`src/rtl/alarm_bank_if.sv`:
```
`default_nettype none
// ============================================================================
// Module      : alarm_bank_if
// Description : Time, edit, control and display signals for alarm_bank.
// Revision    : 1.0 - initial release
// ============================================================================
interface alarm_bank_if #(
    parameter int N_ALARMS = 4,
    parameter int CH_W     = 2
);
    logic [4:0]          cur_hour;
    logic [5:0]          cur_min;
    logic [CH_W-1:0]     sel;
    logic                inc_min;
    logic                inc_hour;
    logic [N_ALARMS-1:0] en;
    logic                ack;
    logic                snooze;
    logic [N_ALARMS-1:0] ring;
    logic                any_ring;
    logic [6:0]          HEX4;
    logic [6:0]          HEX5;
    logic [6:0]          HEX6;
    logic [6:0]          HEX7;

    modport master (
        output cur_hour, cur_min, sel, inc_min, inc_hour, en, ack, snooze,
        input  ring, any_ring, HEX4, HEX5, HEX6, HEX7
    );

    modport slave (
        input  cur_hour, cur_min, sel, inc_min, inc_hour, en, ack, snooze,
        output ring, any_ring, HEX4, HEX5, HEX6, HEX7
    );
endinterface
`default_nettype wire

```
`src/rtl/alarm_bank.sv`:
```
`default_nettype none
// ============================================================================
// Module      : alarm_bank
// Description : N-channel alarm unit with ring/snooze timers and 7-seg view.
// Revision    : 1.0 - initial release
// ============================================================================
module alarm_bank #(
    parameter int N_ALARMS   = 4,
    parameter int CH_W       = 2,
    parameter int CLK_HZ     = 50_000_000,
    parameter int RING_SEC   = 60,
    parameter int SNOOZE_MIN = 5
) (
    input  logic         clk,
    input  logic         RST,
    alarm_bank_if.slave  bus
);

    localparam int c_TICK_W  = (CLK_HZ > 1) ? $clog2(CLK_HZ) : 1;
    localparam int c_SNZ_SEC = SNOOZE_MIN * 60;
    localparam int c_TMR_MAX = (RING_SEC > c_SNZ_SEC) ? RING_SEC : c_SNZ_SEC;
    localparam int c_TMR_W   = (c_TMR_MAX > 1) ? $clog2(c_TMR_MAX + 1) : 1;

    localparam logic [c_TMR_W-1:0]  c_RING_LD = c_TMR_W'(RING_SEC);
    localparam logic [c_TMR_W-1:0]  c_SNZ_LD  = c_TMR_W'(c_SNZ_SEC);
    localparam logic [c_TMR_W-1:0]  c_TMR_ONE = c_TMR_W'(1);
    localparam logic [c_TICK_W-1:0] c_TICK_LAST = c_TICK_W'(CLK_HZ - 1);

    localparam logic [1:0] c_ST_IDLE    = 2'd0;
    localparam logic [1:0] c_ST_RINGING = 2'd1;
    localparam logic [1:0] c_ST_SNOOZE  = 2'd2;

    localparam logic [6:0] c_SEG_ZERO  = 7'b1000000;
    localparam logic [6:0] c_SEG_BLANK = 7'b1111111;

    logic [c_TICK_W-1:0] r_tick_cnt;
    logic                w_tick;

    logic                r_inc_min_d;
    logic                r_inc_hour_d;
    logic                w_min_edge;
    logic                w_hour_edge;
    logic                w_sel_ok;

    logic [5:0]          r_min  [N_ALARMS];
    logic [4:0]          r_hour [N_ALARMS];

    logic [N_ALARMS-1:0] w_edit;
    logic [N_ALARMS-1:0] w_match;
    logic [N_ALARMS-1:0] r_match_d;
    logic [N_ALARMS-1:0] w_trig;

    logic [1:0]          r_state     [N_ALARMS];
    logic [1:0]          w_state_nxt [N_ALARMS];
    logic [c_TMR_W-1:0]  r_timer     [N_ALARMS];
    logic [c_TMR_W-1:0]  w_timer_nxt [N_ALARMS];

    logic [N_ALARMS-1:0] r_ring;
    logic [N_ALARMS-1:0] w_ring_nxt;
    logic                r_any_ring;

    logic [5:0]          w_disp_min;
    logic [4:0]          w_disp_hour;
    logic [6:0]          r_hex4, r_hex5, r_hex6, r_hex7;

    function automatic logic [6:0] seg7(input logic [5:0] d);
        case (d)
            6'd0:    seg7 = 7'b1000000;
            6'd1:    seg7 = 7'b1111001;
            6'd2:    seg7 = 7'b0100100;
            6'd3:    seg7 = 7'b0110000;
            6'd4:    seg7 = 7'b0011001;
            6'd5:    seg7 = 7'b0010010;
            6'd6:    seg7 = 7'b0000010;
            6'd7:    seg7 = 7'b1111000;
            6'd8:    seg7 = 7'b0000000;
            6'd9:    seg7 = 7'b0010000;
            default: seg7 = c_SEG_BLANK;
        endcase
    endfunction

    // 1 Hz time base: tick is high during the last count before wrap
    assign w_tick = (r_tick_cnt == c_TICK_LAST);

    always_ff @(posedge clk) begin
        if (RST) begin
            r_tick_cnt <= '0;
        end else begin
            r_tick_cnt <= w_tick ? '0 : r_tick_cnt + 1'b1;
        end
    end

    assign w_min_edge  = bus.inc_min  & ~r_inc_min_d;
    assign w_hour_edge = bus.inc_hour & ~r_inc_hour_d;
    assign w_sel_ok    = (int'(bus.sel) < N_ALARMS);

    always_comb begin
        w_edit = '0;
        for (int i = 0; i < N_ALARMS; i++) begin
            w_edit[i] = w_sel_ok && (int'(bus.sel) == i) && (w_min_edge || w_hour_edge);
        end
    end

    always_ff @(posedge clk) begin
        if (RST) begin
            r_inc_min_d  <= 1'b0;
            r_inc_hour_d <= 1'b0;
            for (int i = 0; i < N_ALARMS; i++) begin
                r_min[i]  <= '0;
                r_hour[i] <= '0;
            end
        end else begin
            r_inc_min_d  <= bus.inc_min;
            r_inc_hour_d <= bus.inc_hour;
            for (int i = 0; i < N_ALARMS; i++) begin
                if (w_edit[i] && w_min_edge) begin
                    r_min[i] <= (r_min[i] == 6'd59) ? 6'd0 : r_min[i] + 6'd1;
                end
                if (w_edit[i] && w_hour_edge) begin
                    r_hour[i] <= (r_hour[i] == 5'd23) ? 5'd0 : r_hour[i] + 5'd1;
                end
            end
        end
    end

    always_comb begin
        w_match = '0;
        for (int i = 0; i < N_ALARMS; i++) begin
            w_match[i] = bus.en[i] && (r_hour[i] == bus.cur_hour) && (r_min[i] == bus.cur_min);
        end
    end

    // Only the first cycle of a matching minute fires the channel
    assign w_trig = w_match & ~r_match_d;

    always_ff @(posedge clk) begin
        if (RST) begin
            r_match_d  <= '0;
            r_ring     <= '0;
            r_any_ring <= 1'b0;
            for (int i = 0; i < N_ALARMS; i++) begin
                r_state[i] <= c_ST_IDLE;
                r_timer[i] <= '0;
            end
        end else begin
            r_match_d  <= w_match;
            r_ring     <= w_ring_nxt;
            r_any_ring <= |w_ring_nxt;
            for (int i = 0; i < N_ALARMS; i++) begin
                r_state[i] <= w_state_nxt[i];
                r_timer[i] <= w_timer_nxt[i];
            end
        end
    end

    always_comb begin
        for (int i = 0; i < N_ALARMS; i++) begin
            w_state_nxt[i] = r_state[i];
            w_timer_nxt[i] = r_timer[i];
            if (!bus.en[i] || w_edit[i]) begin
                w_state_nxt[i] = c_ST_IDLE;
            end else begin
                case (r_state[i])
                    c_ST_RINGING: begin
                        if (bus.ack) begin
                            w_state_nxt[i] = c_ST_IDLE;
                        end else if (bus.snooze) begin
                            w_state_nxt[i] = c_ST_SNOOZE;
                            w_timer_nxt[i] = c_SNZ_LD;
                        end else if (w_tick) begin
                            if (r_timer[i] <= c_TMR_ONE) begin
                                w_state_nxt[i] = c_ST_IDLE;
                            end else begin
                                w_timer_nxt[i] = r_timer[i] - 1'b1;
                            end
                        end
                    end
                    c_ST_SNOOZE: begin
                        if (bus.ack) begin
                            w_state_nxt[i] = c_ST_IDLE;
                        end else if (w_tick) begin
                            if (r_timer[i] <= c_TMR_ONE) begin
                                w_state_nxt[i] = c_ST_RINGING;
                                w_timer_nxt[i] = c_RING_LD;
                            end else begin
                                w_timer_nxt[i] = r_timer[i] - 1'b1;
                            end
                        end
                    end
                    default: begin
                        w_state_nxt[i] = c_ST_IDLE;
                        if (w_trig[i]) begin
                            w_state_nxt[i] = c_ST_RINGING;
                            w_timer_nxt[i] = c_RING_LD;
                        end
                    end
                endcase
            end
        end
    end

    // ring is registered from the next state so it tracks RINGING without extra lag
    always_comb begin
        w_ring_nxt = '0;
        for (int i = 0; i < N_ALARMS; i++) begin
            w_ring_nxt[i] = (w_state_nxt[i] == c_ST_RINGING);
        end
    end

    always_comb begin
        w_disp_min  = '0;
        w_disp_hour = '0;
        for (int i = 0; i < N_ALARMS; i++) begin
            if (int'(bus.sel) == i) begin
                w_disp_min  = r_min[i];
                w_disp_hour = r_hour[i];
            end
        end
    end

    always_ff @(posedge clk) begin
        if (RST) begin
            r_hex4 <= c_SEG_ZERO;
            r_hex5 <= c_SEG_ZERO;
            r_hex6 <= c_SEG_ZERO;
            r_hex7 <= c_SEG_ZERO;
        end else if (w_sel_ok) begin
            r_hex4 <= seg7(w_disp_min % 6'd10);
            r_hex5 <= seg7(w_disp_min / 6'd10);
            r_hex6 <= seg7({1'b0, w_disp_hour} % 6'd10);
            r_hex7 <= seg7({1'b0, w_disp_hour} / 6'd10);
        end else begin
            r_hex4 <= c_SEG_BLANK;
            r_hex5 <= c_SEG_BLANK;
            r_hex6 <= c_SEG_BLANK;
            r_hex7 <= c_SEG_BLANK;
        end
    end

    assign bus.ring     = r_ring;
    assign bus.any_ring = r_any_ring;
    assign bus.HEX4     = r_hex4;
    assign bus.HEX5     = r_hex5;
    assign bus.HEX6     = r_hex6;
    assign bus.HEX7     = r_hex7;

endmodule
`default_nettype wire

```
`src/flat_wrapper.sv`:
```
// flat-port wrapper written by rule: the top's interface ports become plain ports
module alarm_bank_flat 
#(
    parameter int N_ALARMS   = 4,
    parameter int CH_W       = 2,
    parameter int CLK_HZ     = 50_000_000,
    parameter int RING_SEC   = 60,
    parameter int SNOOZE_MIN = 5
)
  (clk, RST, bus_cur_hour, bus_cur_min, bus_sel, bus_inc_min, bus_inc_hour, bus_en, bus_ack, bus_snooze, bus_ring, bus_any_ring, bus_HEX4, bus_HEX5, bus_HEX6, bus_HEX7);
  alarm_bank_if #(.N_ALARMS(N_ALARMS), .CH_W(CH_W)) bus_i ();
  input  logic clk;
  input  logic RST;
  input wire logic [$bits(bus_i.cur_hour)-1:0] bus_cur_hour;
  input wire logic [$bits(bus_i.cur_min)-1:0] bus_cur_min;
  input wire logic [$bits(bus_i.sel)-1:0] bus_sel;
  input wire logic [$bits(bus_i.inc_min)-1:0] bus_inc_min;
  input wire logic [$bits(bus_i.inc_hour)-1:0] bus_inc_hour;
  input wire logic [$bits(bus_i.en)-1:0] bus_en;
  input wire logic [$bits(bus_i.ack)-1:0] bus_ack;
  input wire logic [$bits(bus_i.snooze)-1:0] bus_snooze;
  output wire logic [$bits(bus_i.ring)-1:0] bus_ring;
  output wire logic [$bits(bus_i.any_ring)-1:0] bus_any_ring;
  output wire logic [$bits(bus_i.HEX4)-1:0] bus_HEX4;
  output wire logic [$bits(bus_i.HEX5)-1:0] bus_HEX5;
  output wire logic [$bits(bus_i.HEX6)-1:0] bus_HEX6;
  output wire logic [$bits(bus_i.HEX7)-1:0] bus_HEX7;
  assign bus_i.cur_hour = bus_cur_hour;
  assign bus_i.cur_min = bus_cur_min;
  assign bus_i.sel = bus_sel;
  assign bus_i.inc_min = bus_inc_min;
  assign bus_i.inc_hour = bus_inc_hour;
  assign bus_i.en = bus_en;
  assign bus_i.ack = bus_ack;
  assign bus_i.snooze = bus_snooze;
  assign bus_ring = bus_i.ring;
  assign bus_any_ring = bus_i.any_ring;
  assign bus_HEX4 = bus_i.HEX4;
  assign bus_HEX5 = bus_i.HEX5;
  assign bus_HEX6 = bus_i.HEX6;
  assign bus_HEX7 = bus_i.HEX7;
  alarm_bank #(.N_ALARMS(N_ALARMS), .CH_W(CH_W), .CLK_HZ(CLK_HZ), .RING_SEC(RING_SEC), .SNOOZE_MIN(SNOOZE_MIN)) u_core (.clk(clk), .RST(RST), .bus(bus_i));
endmodule
```
`config.mk`:
```
export PLATFORM = sky130hd
export DESIGN_NAME = alarm_bank_flat
export DESIGN_NICKNAME = d
export VERILOG_FILES = /design/src/rtl/alarm_bank_if.sv /design/src/rtl/alarm_bank.sv /design/src/flat_wrapper.sv
export SDC_FILE = /design/constraint.sdc
export NUM_CORES = 1
export LEC_CHECK = 0
export CELL_PAD_IN_SITES_DETAIL_PLACEMENT = 0
export CELL_PAD_IN_SITES_GLOBAL_PLACEMENT = 1
export CORE_MARGIN = 2
export CORE_UTILIZATION = 46
export DETAILED_ROUTE_END_ITERATION = 7
export PLACE_DENSITY_LB_ADDON = 0.08
export SETUP_SLACK_MARGIN = 0.02
export SYNTH_ARGS = -nofsm -noshare
export SYNTH_HDL_FRONTEND = slang
export SYNTH_SLANG_ARGS = --single-unit
export TNS_END_PERCENT = 1
```
`constraint.sdc`:
```
create_clock -name clk -period 6.13 [get_ports clk]
set_clock_uncertainty 0.1 [all_clocks]
set_input_delay 1.839 -clock clk [delete_from_list [all_inputs] [get_ports clk]]
set_output_delay 1.839 -clock clk [all_outputs]
set_load 0.02 [all_outputs]
```
==> out/qor.yml <==
start_util: 0.467
cts_buffer_depth: 2
fillers: 1878
fin_cells: 1361
n_antenna_cell: 0
crit_buf_inv: 5
crit_path_top_delay_cell: "mux4_2"
rows: 51
grt_overflow: 0
whs_ps: 391
final_common_cell: "nor2_1"
grt_usage: 0.205
end_kind: "flip-flop"
hold_viol: 0
fin_setup_tns_ps: 0
cp.arrival_ps: 5700
synth_seq_area_share: 0.382
grt_antenna_before_repair: 0
die_x_um: 144
p_leak_nw: 3.82
core_mm2: 0.0194
critical_path_class: "input port to flip-flop"
synth.net_count: 1112
hold_buffers: 0
path_max_fanout: 20
place_inst: 1329
cts_tree: "done"
cpPeakStageDelay_ps: 600
ys_types: 72
post-route-period-util: 0.889
post_cts.repair.setup_buffers: 0
grt_max_degree: 50
finalPower_mw: 2.79
drive_above_1_share: 0.0703
num_vias: 7227
synth-edff-count: 44
final_util: 0.540
finalMaxSlewViolations: 0
yosys-top-cells-area: "dfxtp_1, edfxtp_1, xnor2_1, ha_1, nor2_1"
routed_wl_um: 20800
fmax_mhz: 184
nets: 1155
p_per_area_mw_per_mm2: 267
drv_cap: 0
grt_pass1_vias: 6781
post_drt_wl_per_cell_um: 15.2
rsz0062_at_grt: "no"
die_area_mm2: 0.0208
area_growth_pct: 15.5
cts.clk_slew.worst_paths_ps: 70
synth_cells: 1040
grt_pass1_wl_um: 34000
cts_max_level: 4
ant_nets: 0
cp-start-kind: "input port"
critPathRequiredTime_ps: 6380
hp-class: "flip-flop to flip-flop"
vias_per_cell: 5.31
relSlewSlack: 0.415
cts_resized: 0
ys.flop_type: "dfxtp_1"
cts_sinks: 151
io_pins: 56
place_congestion: 0.863
setup_viol_count_final: 0
synth-seq-cells: 151
path_delay_family: "buffers and inverters"
dr.pass1.iters: 4
yosysTopAreaCellShare: 0.236
drc: 0
async_flop_share: 0
hpwl_um: 15300
netlist_area_mm2: 0.00906
vdd_drop_max_mv: 0.170
fp.dieH_um: 144
worstMarginPinSlew_ps: 870
final_cell_mix: "nor2_1, dfxtp_1, nand2_1, xnor2_1, clkdlybuf4s50_1"
cp_cell_sequence: "clkdlybuf4s50_1 > buf_4 > mux4_2 > inv_1 > ha_1 > inv_1 > nor3_1 > o21ai_1 > o22a_1 > o21ai_2 > xnor2_1 > inv_1 > ha_1 > mux2i_1 > mux2i_1 > a21oi_1"
cts_buffers: 17
drt_first_iter_violations: 447
yosysWarnings: 0
status: "completed"
syn_avg_cell_area_um2: 8.71
root_buffer: "clkbuf_16"
crit_path_frequent_cell: "inv_1"
yosysTopAreaCell: "dfxtp_1"
min_period_ps: 5450
insertion_delay_ps: 430
portBuffers: 54
-- path summary, 6_finish.rpt --
path | from | cells after the start | slack (ps) | endpoint
worst max register to register | u_core.r_min[0][4]$_SDFFCE_PP0P_ | 18 | 2300 | u_core.bus.HEX4[6]$_SDFF_PP1_
worst min register to register | u_core.r_tick_cnt[0]$_SDFF_PP0_ | 1 | 390 | u_core.r_tick_cnt[0]$_SDFF_PP0_
worst min-delay path | u_core.r_tick_cnt[0]$_SDFF_PP0_ | 1 | 390 | u_core.r_tick_cnt[0]$_SDFF_PP0_
worst max-delay path | bus_sel[0] | 16 | 680 | u_core.bus.HEX6[4]$_SDFF_PP0_
-- cells in the mapped netlist (all sizes together) (3+ instances only) --
| master | number |
|---|---|
| nor2 | 155 |
| dfxtp | 107 |
| nand2 | 88 |
| xnor2 | 77 |
| inv | 53 |
| o21ai | 52 |
| a21oi | 51 |
| ha | 49 |
| edfxtp | 44 |
| clkbuf | 37 |
| nand3 | 33 |
| xor2 | 32 |
| nor3 | 23 |
| nand4 | 20 |
| a211oi | 18 |
| nor2b | 17 |
| mux2i | 14 |
| nor4 | 14 |
| nand2b | 13 |
| and3 | 12 |
| or3 | 12 |
| mux4 | 11 |
| buf | 7 |
| o21a | 7 |
| a21o | 6 |
| a221oi | 6 |
| and2 | 6 |
| or4 | 6 |
| nor3b | 5 |
| or2 | 5 |
| a31oi | 4 |
| a41o | 4 |
| and4 | 4 |
| o21bai | 4 |
| o22ai | 4 |
| a21boi | 3 |
| a22oi | 3 |
| nor4bb | 3 |
| o311ai | 3 |
-- routing by layer --
| layer | vias to the layer above | global-route usage | routed length (µm) |
|---|---|---|---|
| li1 | 3725 | - | - |
| met1 | 3390 | 0.290 | 10500 |
| met2 | 94 | 0.325 | 9410 |
| met3 | 18 | 0.0401 | 650 |
| met4 | 0 | 0.0511 | 231 |
| met5 | - | 0 | 0 |
-- through the flow --
step	setup WS (ps)	area, µm²
global route	347	10500
floorplan	989	9060
finish	682	10500
detailed placement	267	9840
CTS	704	10500
global placement	332	9840
-- final cells by class --
type,count,area [µm²],share of cell area
flip-flops and latches,151,3460,0.331
well taps,265,332,0.0317
multi-input cells,791,5200,0.497
clock inverters,14,176,0.0168
inverters,54,208,0.0198
clock buffers,18,450,0.0430
repair buffers,68,641,0.0612
-- where the power goes --
part / internal, mW / total (mW) / switching, mW
registers: 1.09 / 1.13 / 0.0407
clock network: 0.642 / 1.11 / 0.464
logic: 0.251 / 0.560 / 0.309
-- worst register-to-register path, delay by kind of cell (launching register included) --
| kind | cells | cell delay (ps) |
|---|---|---|
| compound gates | 3 | 530 |
| xor+xnor | 1 | 100 |
| fa+ha+maj | 2 | 370 |
| buf+inv | 2 | 180 |
| flops | 1 | 520 |
| mux | 2 | 950 |
| simple gates | 8 | 950 |
-- kinds of logic after synthesis --
kind of cell,share of synthesized area
AO/OA/AOI/OAI,0.127
XOR/XNOR,0.105
adder cells (fa/ha/maj),0.0677
buffers and inverters,0.0439
flip-flops,0.382
multiplexers,0.0465
other,0.000414
AND/OR/NAND/NOR,0.227
-- flip-flops by register name, indices dropped and copies added (netlist names) --
signal,flops
u_core.bus.HEX7,5
u_core.r_state,8
u_core.r_tick_cnt,26
u_core.r_inc_min_d,1
u_core.bus.HEX6,7
u_core.bus.HEX4,7
u_core.bus.ring,4
u_core.r_timer,36
u_core.r_hour,20
u_core.r_inc_hour_d,1
u_core.bus.HEX5,7
u_core.r_match_d,4
u_core.bus.any_ring,1
u_core.r_min,24
Power figures use the tool's default switching activity.
